[src/rtl/router_pkg.sv]
// rtl/router_pkg.sv - shared constants and types for router 0
package router_pkg;

    localparam int FLIT_WIDTH = 32;
    localparam int FIFO_DEPTH = 4;

    typedef enum logic [1:0] {
        DIR_L = 2'd0,
        DIR_E = 2'd1,
        DIR_S = 2'd2
    } dir_e;

endpackage

[src/rtl/router_0_output_port_if.sv]
// rtl/router_0_output_port_if.sv - crossbar-side and link-side handshake bundle
import router_pkg::*;

interface router_0_output_port_if #(
    parameter int DATA_WIDTH = FLIT_WIDTH
);
    logic                  wr_en;
    logic [DATA_WIDTH-1:0] data_in;
    logic                  ready_out;
    logic                  valid_out;
    logic [DATA_WIDTH-1:0] data_out;
    logic                  ready_in;

    modport master (
        output wr_en, data_in, ready_in,
        input  ready_out, valid_out, data_out
    );

    modport slave (
        input  wr_en, data_in, ready_in,
        output ready_out, valid_out, data_out
    );
endinterface

[src/rtl/router_fifo_mem.sv]
// rtl/router_fifo_mem.sv - register array, one sync write port, one async read port
import router_pkg::*;

module router_fifo_mem #(
    parameter int DATA_WIDTH = FLIT_WIDTH,
    parameter int DEPTH      = FIFO_DEPTH,
    parameter int PW         = $clog2(DEPTH)
) (
    input  logic                  clk,
    input  logic                  we,
    input  logic [PW-1:0]         waddr,
    input  logic [DATA_WIDTH-1:0] wdata,
    input  logic [PW-1:0]         raddr,
    output logic [DATA_WIDTH-1:0] rdata
);
    logic [DATA_WIDTH-1:0] mem [DEPTH];

    // Contents are deliberately not reset; occupancy alone decides validity.
    always_ff @(posedge clk) begin
        if (we) begin
            mem[waddr] <= wdata;
        end
    end

    assign rdata = mem[raddr];
endmodule

[src/rtl/router_0_output_port.sv]
// rtl/router_0_output_port.sv - FWFT output buffer driving one inter-router link
import router_pkg::*;

module router_0_output_port #(
    parameter int DATA_WIDTH   = FLIT_WIDTH,
    parameter int DEPTH        = FIFO_DEPTH,
    parameter int AFULL_MARGIN = 0,
    localparam int CW          = $clog2(DEPTH + 1),
    localparam int PW          = $clog2(DEPTH)
) (
    input  logic                    clk,
    input  logic                    rst,
    router_0_output_port_if.slave   link,
    output logic [CW-1:0]           count,
    output logic                    overflow
);
    localparam logic [CW-1:0] FULL_CNT  = CW'(DEPTH);
    localparam logic [CW-1:0] RDY_LIMIT = CW'(DEPTH - 1 - AFULL_MARGIN);

    logic [PW-1:0] wr_ptr;
    logic [PW-1:0] rd_ptr;
    logic [CW-1:0] count_next;
    logic          wr_accept;
    logic          wr_drop;
    logic          rd_done;
    logic          ready_q;

    // A read in the same cycle never frees a slot for a write on a full FIFO.
    assign wr_accept = link.wr_en && (count != FULL_CNT);
    assign wr_drop   = link.wr_en && (count == FULL_CNT);
    assign rd_done   = link.valid_out && link.ready_in;

    always_comb begin
        count_next = count;
        if (wr_accept && !rd_done) begin
            count_next = count + CW'(1);
        end else if (!wr_accept && rd_done) begin
            count_next = count - CW'(1);
        end
    end

    always_ff @(posedge clk) begin
        if (!rst) begin
            wr_ptr   <= '0;
            rd_ptr   <= '0;
            count    <= '0;
            overflow <= 1'b0;
            ready_q  <= 1'b0;
        end else begin
            if (wr_accept) begin
                wr_ptr <= wr_ptr + PW'(1);
            end
            if (rd_done) begin
                rd_ptr <= rd_ptr + PW'(1);
            end
            if (wr_drop) begin
                overflow <= 1'b1;
            end
            count   <= count_next;
            ready_q <= (count_next <= RDY_LIMIT);
        end
    end

    router_fifo_mem #(
        .DATA_WIDTH (DATA_WIDTH),
        .DEPTH      (DEPTH),
        .PW         (PW)
    ) u_mem (
        .clk   (clk),
        .we    (wr_accept && rst),
        .waddr (wr_ptr),
        .wdata (link.data_in),
        .raddr (rd_ptr),
        .rdata (link.data_out)
    );

    assign link.valid_out = (count != '0);
    assign link.ready_out = ready_q;
endmodule

[src/flat_wrapper.sv]
// flat-port wrapper written by rule: the top's interface ports become plain ports
module router_0_output_port_flat 
#(
    parameter int DATA_WIDTH   = FLIT_WIDTH,
    parameter int DEPTH        = FIFO_DEPTH,
    parameter int AFULL_MARGIN = 0,
    localparam int CW          = $clog2(DEPTH + 1),
    localparam int PW          = $clog2(DEPTH)
)
  (clk, rst, count, overflow, link_wr_en, link_data_in, link_ready_in, link_ready_out, link_valid_out, link_data_out);
  router_0_output_port_if #(.DATA_WIDTH(DATA_WIDTH)) link_i ();
  input  logic clk;
  input  logic rst;
  output logic [CW-1:0] count;
  output logic overflow;
  input wire logic [$bits(link_i.wr_en)-1:0] link_wr_en;
  input wire logic [$bits(link_i.data_in)-1:0] link_data_in;
  input wire logic [$bits(link_i.ready_in)-1:0] link_ready_in;
  output wire logic [$bits(link_i.ready_out)-1:0] link_ready_out;
  output wire logic [$bits(link_i.valid_out)-1:0] link_valid_out;
  output wire logic [$bits(link_i.data_out)-1:0] link_data_out;
  assign link_i.wr_en = link_wr_en;
  assign link_i.data_in = link_data_in;
  assign link_i.ready_in = link_ready_in;
  assign link_ready_out = link_i.ready_out;
  assign link_valid_out = link_i.valid_out;
  assign link_data_out = link_i.data_out;
  router_0_output_port #(.DATA_WIDTH(DATA_WIDTH), .DEPTH(DEPTH), .AFULL_MARGIN(AFULL_MARGIN)) u_core (.clk(clk), .rst(rst), .link(link_i), .count(count), .overflow(overflow));
endmodule
[config.mk]
export PLATFORM = sky130hd
export DESIGN_NAME = router_0_output_port_flat
export DESIGN_NICKNAME = d
export VERILOG_FILES = /design/src/rtl/router_pkg.sv /design/src/rtl/router_0_output_port_if.sv /design/src/rtl/router_fifo_mem.sv /design/src/rtl/router_0_output_port.sv /design/src/flat_wrapper.sv
export SDC_FILE = /design/constraint.sdc
export NUM_CORES = 1
export LEC_CHECK = 0
export ABC_AREA = 1
export CELL_PAD_IN_SITES_DETAIL_PLACEMENT = 0
export CELL_PAD_IN_SITES_GLOBAL_PLACEMENT = 2
export CORE_MARGIN = 2
export CORE_UTILIZATION = 40
export DETAILED_ROUTE_END_ITERATION = 12
export DONT_BUFFER_PORTS = 1
export PLACE_DENSITY = 0.72
export RECOVER_POWER = 25
export SLEW_MARGIN = 40
export SYNTH_ARGS = -nofsm -noshare
export SYNTH_HDL_FRONTEND = slang
export SYNTH_SLANG_ARGS = --single-unit
[constraint.sdc]
create_clock -name clk -period 4.9 [get_ports clk]
set_input_delay 0.49 -clock clk [delete_from_list [all_inputs] [get_ports clk]]
set_output_delay 0.49 -clock clk [all_outputs]
set_load 0.05 [all_outputs]
; ---- Word-level counts from Yosys, hierarchy flattened
; Memories as Yosys holds them, arrays and structs flattened. A register that Yosys moved wholly into a read port is not among the register bits.
; Index checks and enable logic that the tools add are counted.
; Widths: inputs -> output; s select.
[totals]
input_bits = 36
mem_count = 1
wordCells = 28
ramBits = 128
reg_bits = 9
output_inout_bits = 38
[mem_list]
columns = name, depth, word_bits, rd, rd_clocked_by_memory_dff, wr, line
row1 = u_core.u_mem.mem, 4, 32, 1, 1, 1, router_fifo_mem.sv:16  ; logic [DATA_WIDTH-1:0] mem [DEPTH];
[op_classes]
n_lt_le_gt_ge = 1
addsub = 4
muxes = 6
eq_ne = 2
reduce_logical = 9
[op_table]
columns = op, n
row1 = $logic_and 1x1->1, 6
row2 = $mux 3, 2
row3 = $add 2x1->2 const B, 2
row4 = $mux 2, 2
row5 = $add 3x1->3 const B, 1
row6 = $eq 3x3->1 const B, 1
row7 = $le 3x2->1 const B, 1
row8 = $ne 3x3->1 const B, 1
row9 = $reduce_bool 3->1, 1
row10 = $sub 3x1->3 const B, 1
row11 = $logic_not 1->1, 2
row12 = $mux 1, 2

; ---- Logic depth before layout (Yosys ltp)
[logic_depth]
ltp_word = 7
mapped_depth = 12
ltp_nobuf = 12

; ---- Cells and area by module
; Synthesis repeated with hierarchy kept, for this count alone.
[hier_totals]
hier_cells = 582
area_unflattened_um2 = 5948.2
[by_module_without_submodules]
columns = module, cells_each, seq_area_each_um2, instances, area_each_um2
row1 = router_fifo_mem, 509, 3843.7, 1, 5437.7
row2 = router_0_output_port, 73, 180.2, 1, 510.5

; ---- Least setup slack after synthesis
; No wires, ideal clock.
[synth_path]
path_kind = reg2reg
start = reg u_core.count[0]
end = mem u_core.u_mem.mem[0][0] (netlist bit) (enable)
slack_ns = 1.659
setup_time_ns = 0.421
n_path_buf = 0
required_ns = 4.479
synth_period_minus_slack_ns = 3.241
stages_incl_launch_ff = 8
arrival_ns = 2.820
cell_sequence = dfxtp_1 -> inv_1 -> ha_1 -> nand2_1 -> nand2_1 -> inv_1 -> nand2_1 -> nor2_1
[synth_via]
elab_chain_len = 5
[synth_rtl]
columns = element, line
row1 = start: declaration, router_0_output_port.sv:14  ; output logic [CW-1:0] count,
row2 = start signal: assignment, router_0_output_port.sv:59  ; count <= count_next;
row3 = $ne 3x3->1, router_0_output_port.sv:29  ; assign wr_accept = link.wr_en && (count != FULL_CNT);
row4 = $logic_and 1x1->1, router_0_output_port.sv:29
row5 = $logic_and 1x1->1, router_0_output_port.sv:70  ; .we (wr_accept && rst),
row6 = $mux 1, router_fifo_mem.sv:20  ; if (we) begin
row7 = $mux 1 (implied by the code), router_fifo_mem.sv:21  ; mem[waddr] <= wdata;
row8 = end: declaration, router_fifo_mem.sv:16
; No other way between the ends.

; ---- Final worst setup path
[layout_path]
start = reg u_core.count[0]
end = mem u_core.u_mem.mem[3][0] (netlist bit) (enable)
; Same word-level chain as after synthesis.

==> run metrics <==
outcome=finished clean; worst reg2reg path depth=8; Critical Path Source Type=flop; Worst-path clk slew=0.06 ns; total power=3.85 mW; final wirelength=around 11 mm; drt first pass iters=4; Max IR drop VDD=~0.00026 V; overall routing resource usage=16.3%; site row count=42; FF+latch area=4070 µm²; initial core utilization=40.9%; Root Driver=clkbuf_16; Comb power frac=29.3%; Fin. Hold Viols=0; placed insts=561; EDFF count, synth=~130; Die Height=120 µm; worst clock skew=0.00768 ns; Finished Cell Area=6430 µm²; Crit Path Category=flop to flop; Via Count=3,067; final setup vio count=0; most common library cells after synthesis=edfxtp_1 (128), nor2_1 (74), o21ai_0 (40); die area=14,500 µm²; Place WS=between 2 and 2.5 ns; placer congestion estimate=0.776; Arr. time, crit path=2.91 ns; Max clock buf depth=2; Leak=between 2 and 2.5 nW; PwrDens=~600 nW/µm²; syn_area_per_cell=13.7 µm²; filler cell count=~1,200; Reg2Reg Launch Point=u_core.count[0]; Post-CTS Hold Buffers=0; Via density=5.17; Sw Pwr=1.43 mW; total clock sinks=139; Final HPWL DP=6.80 mm; worst-path fanout max=17; antenna violations before repair=0; Remaining DRCs=0; ys async rst share=0%; mapped cell area=5420 µm²; unrepaired setup endpoints after global routing=no; Pint=approximately 2.4 mW; Clk pwr share=31.8%; post-synth net total=441; synth top area cells=edfxtp_1 (71%), nor2_1 (5.1%), dfxtp_1 (4.1%); H-tree depth=4; part of the cycle the worst path needs=56.9%; Worst Hold Endpoint=u_core.u_mem.mem[2][24]; WHS=0.169 ns; count leader, synth=edfxtp_1; die width=120 µm; ant diodes=0; Cells after Synth=395; largest net degree at the start of global routing=66; hold depth=0; Routed WL per cell=18.3 µm; Iteration-0 DRC Markers=280; worst min-delay path category=input port to flop; Synth Register Bits=~140; Netlist cell types=22; Most used DFF post-synth=edfxtp_1; Multi-input gate area=roughly 1300 µm²; clock insertion delay at the later pin of the skew report=0.41 ns; P&R area growth vs syn=18.7%; first-pass GRT wire length=between 15 and 20 mm; Worst R2R End=u_core.u_mem.mem[3][0]; Slew @ Worst Pin=~0.7 ns; sequential element share of the synthesized area=75.0%; Yosys top cell area share=71.0%; I/O Pins=74; Final Util=48.5%; Sw Ratio=37.3%; # Max-Cap Violations=0; PortBufs=0; fin nets=450; Yosys top cell by area=edfxtp_1; post-cts resize count=0; Final Worst Setup Slack=2.11 ns; Post-DP Area=5860 µm²; share of layout cells above drive strength 1=18.5%; Slew headroom=between 50% and 60%; sequential share of power=about two fifths; final cell count without fillers=593; vias in the first global route=approximately 3,100; required time of the critical path=approximately 5.0 ns; CTS tree=built; maximum clock rate=359 MHz; total CTS buffers=17; max-slew violations=0; min-delay src=link_data_in[24]; post-CTS setup buffers=0; ANT nets after route=0; fin crit period=2.79 ns; yosys warns=0; FF-to-FF setup slack=around 2.1 ns; critical path endpoint category=flop; GRT Residual Overflow=0; Setup TNS Final=0 ns; Core ar.=13,200 µm²
[final cells by class]
| cell class | count | share of cell area [%] |
|---|---|---|
| tap | 176 | 3.43 |
| inverter | 22 | 1.44 |
| clock buffer | 20 | 6.79 |
| sequential | 139 | 63.3 |
| clock inverter | 12 | 2.01 |
| multi-input combinational | 215 | 20.6 |
| timing repair buffer | 9 | 2.45 |
[critical path, stage by stage, from the launching register on]
cell	delay, ns
dfxtp_1	0.65
inv_1	0.18
ha_1	0.30
nand2_1	0.09
nand2_1	0.14
inv_1	0.13
nand2_1	0.23
nor2_4	0.54
buf_16	0.23
[power groups by stage]
stage / combinational, mW / sequential (mW) / clock [mW]
final: 1.13 / 1.49 / 1.22
after global routing: 1.22 / 1.50 / 1.31
after CTS: 1.15 / 1.49 / 1.25
after detailed placement: 1.15 / 1.52 / 0
after global placement: 1.04 / 1.52 / 0
after floorplan: 0.942 / 1.50 / 0
[worst max path at each step]
| stage | start | to | slack [ns] |
|---|---|---|---|
| 2_1_floorplan | u_core.count[0] | u_core.u_mem.mem[0][0] | 1.66 |
| 3_3_place_gp | flop | link_data_out[16] | 1.82 |
| 3_5_place_dp | u_core.count[0] | u_core.u_mem.mem[3][0] | 2.07 |
| 4_1_cts | flop | link_data_out[16] | 2.06 |
| 5_1_grt | u_core.count[0] | u_core.u_mem.mem[3][4] | 1.88 |
| 6_report | u_core.count[0] | u_core.u_mem.mem[3][0] | 2.11 |
[per-layer routing]
metal / global-route usage [%] / share of wire [%] / up-vias
met1: 18.6 / 40 / 1510
li1: - / - / 1473
met5: 0 / 0 / -
met4: 6.32 / 1.3 / 0
met3: 7.78 / 8.0 / 15
met2: 26.5 / 50 / 69
[cells in the final DEF, fill, tap and decap left out]
master     count
inv_2          2
xor2_1         1
edfxtp_1     128
a21oi_2        1
bufinv_16      3
clkinv_2       4
o22ai_1        1
inv_1         18
buf_8          4
o31ai_1        1
nor2_1        70
buf_16         3
dfxtp_2        2
nand2_1       16
clkbuf_1       3
buf_4          2
dfxtp_1        9
nor2_4         4
o21ai_1       28
o22ai_2       31
a21oi_1        6
o21ai_0       40
nand2_4        2
clkinv_1       5
nand3_1        4
inv_8          1
inv_4          1
clkbuf_16     17
ha_1          10
[logic make-up after synthesis]
family                   after synthesis  synth area share [%]
adder cells (fa/ha/maj)               10                  2.31
AO/OA/AOI/OAI                        108                  10.8
XOR/XNOR                               1                 0.162
flip-flops                           139                  75.0
AND/OR/NAND/NOR                       96                  7.02
buffers and inverters                 41                  4.62
[sequential cells by signal, summed over array words and instances, names as in the netlist, named ones only]
signal and cells:
u_core.u_mem.mem 128, u_core.rd_ptr 2, u_core.wr_ptr 2, u_core.count 1, u_core.link.ready_out 1, u_core.overflow 1
Power figures use the tool's default switching activity.
